## src/rtl/draw_rect.sv

```systemverilog
// Overlays a solid rectangle on the VGA pixel stream with a fixed two-cycle latency.
// Optional macro DRAW_RECT_BORDER_EN adds a 1-pixel outline in BORDER_RGB.
module draw_rect #(
  parameter int          XPOS       = 100,
  parameter int          WIDTH      = 48,
  parameter int          HEIGHT     = 64,
  parameter logic [11:0] RECT_RGB   = 12'hF80,
  parameter logic [11:0] BORDER_RGB = 12'hFFF
) (
  input  logic        clk,
  input  logic        rst,
  input  logic [11:0] ypos,
  input  logic [10:0] hcount_in,
  input  logic        hsync_in,
  input  logic        hblnk_in,
  input  logic [10:0] vcount_in,
  input  logic        vsync_in,
  input  logic        vblnk_in,
  input  logic [11:0] rgb_in,
  output logic [10:0] hcount_out,
  output logic        hsync_out,
  output logic        hblnk_out,
  output logic [10:0] vcount_out,
  output logic        vsync_out,
  output logic        vblnk_out,
  output logic [11:0] rgb_out
);

  localparam int          VER_PIXELS = 600;
  localparam logic [12:0] X_LO       = 13'(XPOS);
  localparam logic [12:0] X_HI       = 13'(XPOS + WIDTH);
  localparam logic [12:0] H_13       = 13'(HEIGHT);

  typedef struct packed {
    logic [10:0] hcount;
    logic        hsync;
    logic        hblnk;
    logic [10:0] vcount;
    logic        vsync;
    logic        vblnk;
    logic [11:0] rgb;
  } pix_t;

  pix_t        s1_d, s1_q, out_d, out_q;
  logic        hit_d, hit_q;
  logic        border_d, border_q;
  logic [11:0] ypos_lat_d, ypos_lat_q;

  logic [12:0] h_13, v_13, y_lo, y_hi;
  logic        hit_x, hit_y;

  always_comb begin
    ypos_lat_d = ypos_lat_q;
    // The first blank line is the only point where the position may change.
    if (vcount_in == 11'(VER_PIXELS) && hcount_in == 11'd0) begin
      ypos_lat_d = ypos;
    end

    s1_d = '{hcount: hcount_in, hsync: hsync_in, hblnk: hblnk_in,
             vcount: vcount_in, vsync: vsync_in, vblnk: vblnk_in, rgb: rgb_in};

    // 13-bit arithmetic keeps ypos_lat + HEIGHT from wrapping back to the top.
    h_13  = {2'b00, hcount_in};
    v_13  = {2'b00, vcount_in};
    y_lo  = {1'b0, ypos_lat_q};
    y_hi  = y_lo + H_13;
    hit_x = (h_13 >= X_LO) && (h_13 < X_HI);
    hit_y = (v_13 >= y_lo) && (v_13 < y_hi);
    hit_d = hit_x && hit_y;

`ifdef DRAW_RECT_BORDER_EN
    border_d = hit_d && ((h_13 == X_LO) || (h_13 == X_HI - 13'd1) ||
                         (v_13 == y_lo) || (v_13 == y_hi - 13'd1));
`else
    border_d = 1'b0;
`endif

    out_d = s1_q;
    if (s1_q.hblnk || s1_q.vblnk) begin
      out_d.rgb = 12'h000;
    end else if (hit_q) begin
      out_d.rgb = border_q ? BORDER_RGB : RECT_RGB;
    end
  end

  always_ff @(posedge clk) begin
    if (!rst) begin
      ypos_lat_q <= '0;
      s1_q       <= '0;
      hit_q      <= 1'b0;
      border_q   <= 1'b0;
      out_q      <= '0;
    end else begin
      ypos_lat_q <= ypos_lat_d;
      s1_q       <= s1_d;
      hit_q      <= hit_d;
      border_q   <= border_d;
      out_q      <= out_d;
    end
  end

  assign hcount_out = out_q.hcount;
  assign hsync_out  = out_q.hsync;
  assign hblnk_out  = out_q.hblnk;
  assign vcount_out = out_q.vcount;
  assign vsync_out  = out_q.vsync;
  assign vblnk_out  = out_q.vblnk;
  assign rgb_out    = out_q.rgb;

endmodule

```

## config.mk

```make
export PLATFORM = sky130hd
export DESIGN_NAME = draw_rect
export DESIGN_NICKNAME = d
export VERILOG_FILES = /design/src/rtl/draw_rect.sv
export SDC_FILE = /design/constraint.sdc
export NUM_CORES = 1
export LEC_CHECK = 0
export BUFFER_PORTS_ARGS = -buffer_cell sky130_fd_sc_hd__buf_4
export CAP_MARGIN = 15
export CORE_ASPECT_RATIO = 2
export CORE_MARGIN = 2
export CORE_UTILIZATION = 53
export CTS_BUF_LIST = sky130_fd_sc_hd__clkbuf_8
export CTS_CLUSTER_DIAMETER = 50
export DETAILED_ROUTE_END_ITERATION = 12
export PLACE_DENSITY = 0.88
export SLEW_MARGIN = 10
export SYNTH_ARGS = -nofsm -noshare
export SYNTH_HDL_FRONTEND = slang
export SYNTH_SLANG_ARGS = --single-unit
```

## constraint.sdc

```tcl
create_clock -name clk -period 1.8 [get_ports clk]
set_input_delay 0.09 -clock clk [delete_from_list [all_inputs] [get_ports clk]]
set_output_delay 0.09 -clock clk [all_outputs]
set_load 0.01 [all_outputs]
```

==> flow_summary.yaml <==
critical_path:
  critPathRequiredTime_ps: 2070
  critPathKind: "input port to flip-flop"
  r2r_slack_ps: 110
  crit_path_max_incr_delay_ps: 550
  cp_cell_sequence: "dlygate4sd3_1, buf_4, ha_1, a21oi_1, a21oi_1, a211oi_1, o311ai_1, a211oi_1"
  cp_num_buf_inv: 2
  cp_data_arrival_time_ps: 1970
  crit_fanout: 3
  crit_path_top_delay_cell: "dlygate4sd3_1"
  worstSetupStartpointType: "input port"
  crit_family: "compound AO/OA/AOI/OAI gates"
  end_kind: "flip-flop"
power:
  p_leak_nw: 1.971
  peakVddDrop_v: 0.0008039
  powerDensity_nw_per_um2: 850.9
synthesis:
  yosysUniqueCellTypes: 38
  synth_edf_count: 0
  syn_inst: 281
  synth-seq-cells: 89
  seq_area_frac_synth: 0.5653
  synthMuxAreaShare: 0.03811
  synth_fp_nets: 350
  synth-xor-area-share: 0.008337
  ys_warn_count: 0
  yosys.area_share.simple: 0.2398
  async_reset_ff_frac: 0
  synth_compound_area_frac: 0.05359
  avgSynthCellArea_um2: 11.22
  ys.flop_type: "dfxtp_1"
  synth-adder-area-share: 0.06749
  syn_area_um2: 3152
  synth_top_family_by_area: "simple AND/OR/NAND/NOR gates"
finish:
  drive_gt1_frac: 0.2734
  ff_latch_area_um2: 1783
  final_common_cell: "buf_4"
  most-common-layout-cells: "91 x buf_4, 88 x dfxtp_1, 70 x and2_1, 48 x dlygate4sd3_1, 17 x ha_1"
  syn2layout_area_growth_pct: 45.38
  utilization: 0.8025
  multi_input_area_um2: 1284
  fill_cells: 350
  fin_nets: 492
  diodes: 0
cts:
  clock-sinks: 89
  clk_pin_slew_worst_paths_ps: 90
  clockBufferDepth: 2
  root_buffer: "clkbuf_8"
  insertion_delay_ps: 360
  h-tree-depth: 3
  cts_made_buffers: 9
  tritoncts: "done"
timing:
  tightestPinTransition_ps: 384.6
  hold_violations: 0
  clock.fmax_ghz: 0.5916
  relSlewSlack: 0.7425
  setup_viol: 0
  fin_crit_sh: 0.9391
  tns_ps: 0
  rsz0062_at_grt: "no"
  maxSlewViolCount: 0
  finalCriticalPeriod_ps: 1690
  fin_skew_ps: 8.627
floorplan:
  die_h_um: 113.1
  dieArea_um2: 6617
  io_pins: 90
  start_util: 0.5520
  core.rowCount: 39
  die_w_um: 58.53
  core_area_um2: 5709
placed_design:
  io_buffers: 89
  gp_congestion: 0.8159
  dp_hpwl_mm: 4.559
route:
  wl_mm: 7.263
  drt-pass1-iter-count: 4
  num_vias: 2421
  final_antenna_net_count: 0
  drt_first_iter_violations: 41
  wire_per_inst_um: 14.85
  drc: 0
  viasPerCell: 4.951
global_route:
  antenna_found_initial: 0
  grt_max_degree: 50
  grt_pass1_wl_mm: 11.55
  grt-ovfl-total: 0
  grt_pass1_vias: 2577
  grt_use_total: 0.2371
min_path:
  hold_path_class: "input port to flip-flop"
run_status:
  outcome: "finished clean"
job:
  drv_cap: 0
per-layer routing:
| metal | GRT usage | routed length, µm |
|---|---|---|
| met1 | 0.2179 | 2480 |
| met5 | 0 | 0 |
| met3 | 0.05486 | 293 |
| met4 | 0.1271 | 262 |
| met2 | 0.4502 | 4227 |
report_power, final:
part           total, mW  internal, mW  switching (mW)
Sequential          2.07          2.04          0.0211
Combinational      0.412         0.252           0.159
Clock               1.42         0.696           0.725
final cells by class:
cell class,instances,area share
Sequential cell,89,0.3891
Multi-Input combinational cell,171,0.2802
Timing Repair Buffer,140,0.2583
Clock buffer,10,0.03004
Tap cell,61,0.01666
Clock inverter,6,0.01584
Inverter,12,0.009831
through the flow:
| stage | power [mW] | instances | hold slack [ps] | instance area, µm² | worst slack, ps |
|---|---|---|---|---|---|
| after CTS | 3.914 | 489 | 7.372 | 4581 | 67.13 |
| after detailed placement | 2.430 | 425 | 300.9 | 3890 | 83.27 |
| after global routing | 4.030 | 489 | 11.06 | 4582 | 1.891 |
| after global placement | 2.416 | 425 | 298.5 | 3890 | 212.0 |
| after floorplan | 2.244 | 281 | 211.7 | 3152 | 235.7 |
| final | 3.899 | 489 | 21.33 | 4582 | 109.6 |
final timing paths:
check                             start                endpoint  cells past startpoint
max reg2reg  ypos_lat_q[7]$_SDFFE_PN0P_        hit_q$_SDFF_PN0_                      7
min reg2reg         s1_q[10]$_SDFF_PN0_  rgb_out[10]$_SDFF_PP0_                      1
min                       vcount_in[10]    out_d[24]$_SDFF_PN0_                      2
max                        vcount_in[3]        hit_q$_SDFF_PN0_                      8
state kept, by name, indices dropped and copies added, names as in the netlist:
register and cells:
hblnk_out 1, vsync_out 1, rgb_out 12, hsync_out 1, s1_q 12, ypos_lat_q 12, vcount_out 11, hit_q 1
vblnk_out 1, hcount_out 11, out_d 26
timing repair:
| action | CTS | global route |
|---|---|---|
| endpoints found under the hold margin | 48 | 0 |
| hold buffers | 48 | 0 |
| setup endpoints to repair | 0 | 1 |
| gates resized for setup | 0 | 1 |
| setup buffers | 0 | 0 |
cell families after synthesis:
kind of cell | count (synthesis)
xor gates and xnor gates | 3
adders and majority gates | 17
DFF | 89
buffers and inverters | 21
AOI/OAI and AO/OA | 25
muxes | 12
and+or+nand+nor | 114
cells in the mapped netlist (2+ instances only):
| cell | instances | area [µm²] |
|---|---|---|
| a31oi_1 | 2 | 12.51 |
| a21oi_1 | 5 | 25.02 |
| and2_1 | 70 | 437.9 |
| nand4_1 | 2 | 12.51 |
| xnor2_1 | 3 | 26.28 |
| mux2i_1 | 12 | 120.1 |
| nor2b_1 | 15 | 93.84 |
| ha_1 | 17 | 212.7 |
| nand3_1 | 2 | 10.01 |
| clkbuf_1 | 8 | 30.03 |
| nand3b_1 | 2 | 15.01 |
| dfxtp_1 | 89 | 1782 |
| nand2_1 | 2 | 7.510 |
| o21ai_0 | 3 | 15.01 |
| o21a_1 | 5 | 37.54 |
| nand4b_1 | 2 | 17.52 |
| inv_1 | 12 | 45.04 |
| nor2_1 | 7 | 26.28 |
| a211oi_1 | 4 | 30.03 |
Note: power is estimated with default switching activity, not from simulation.
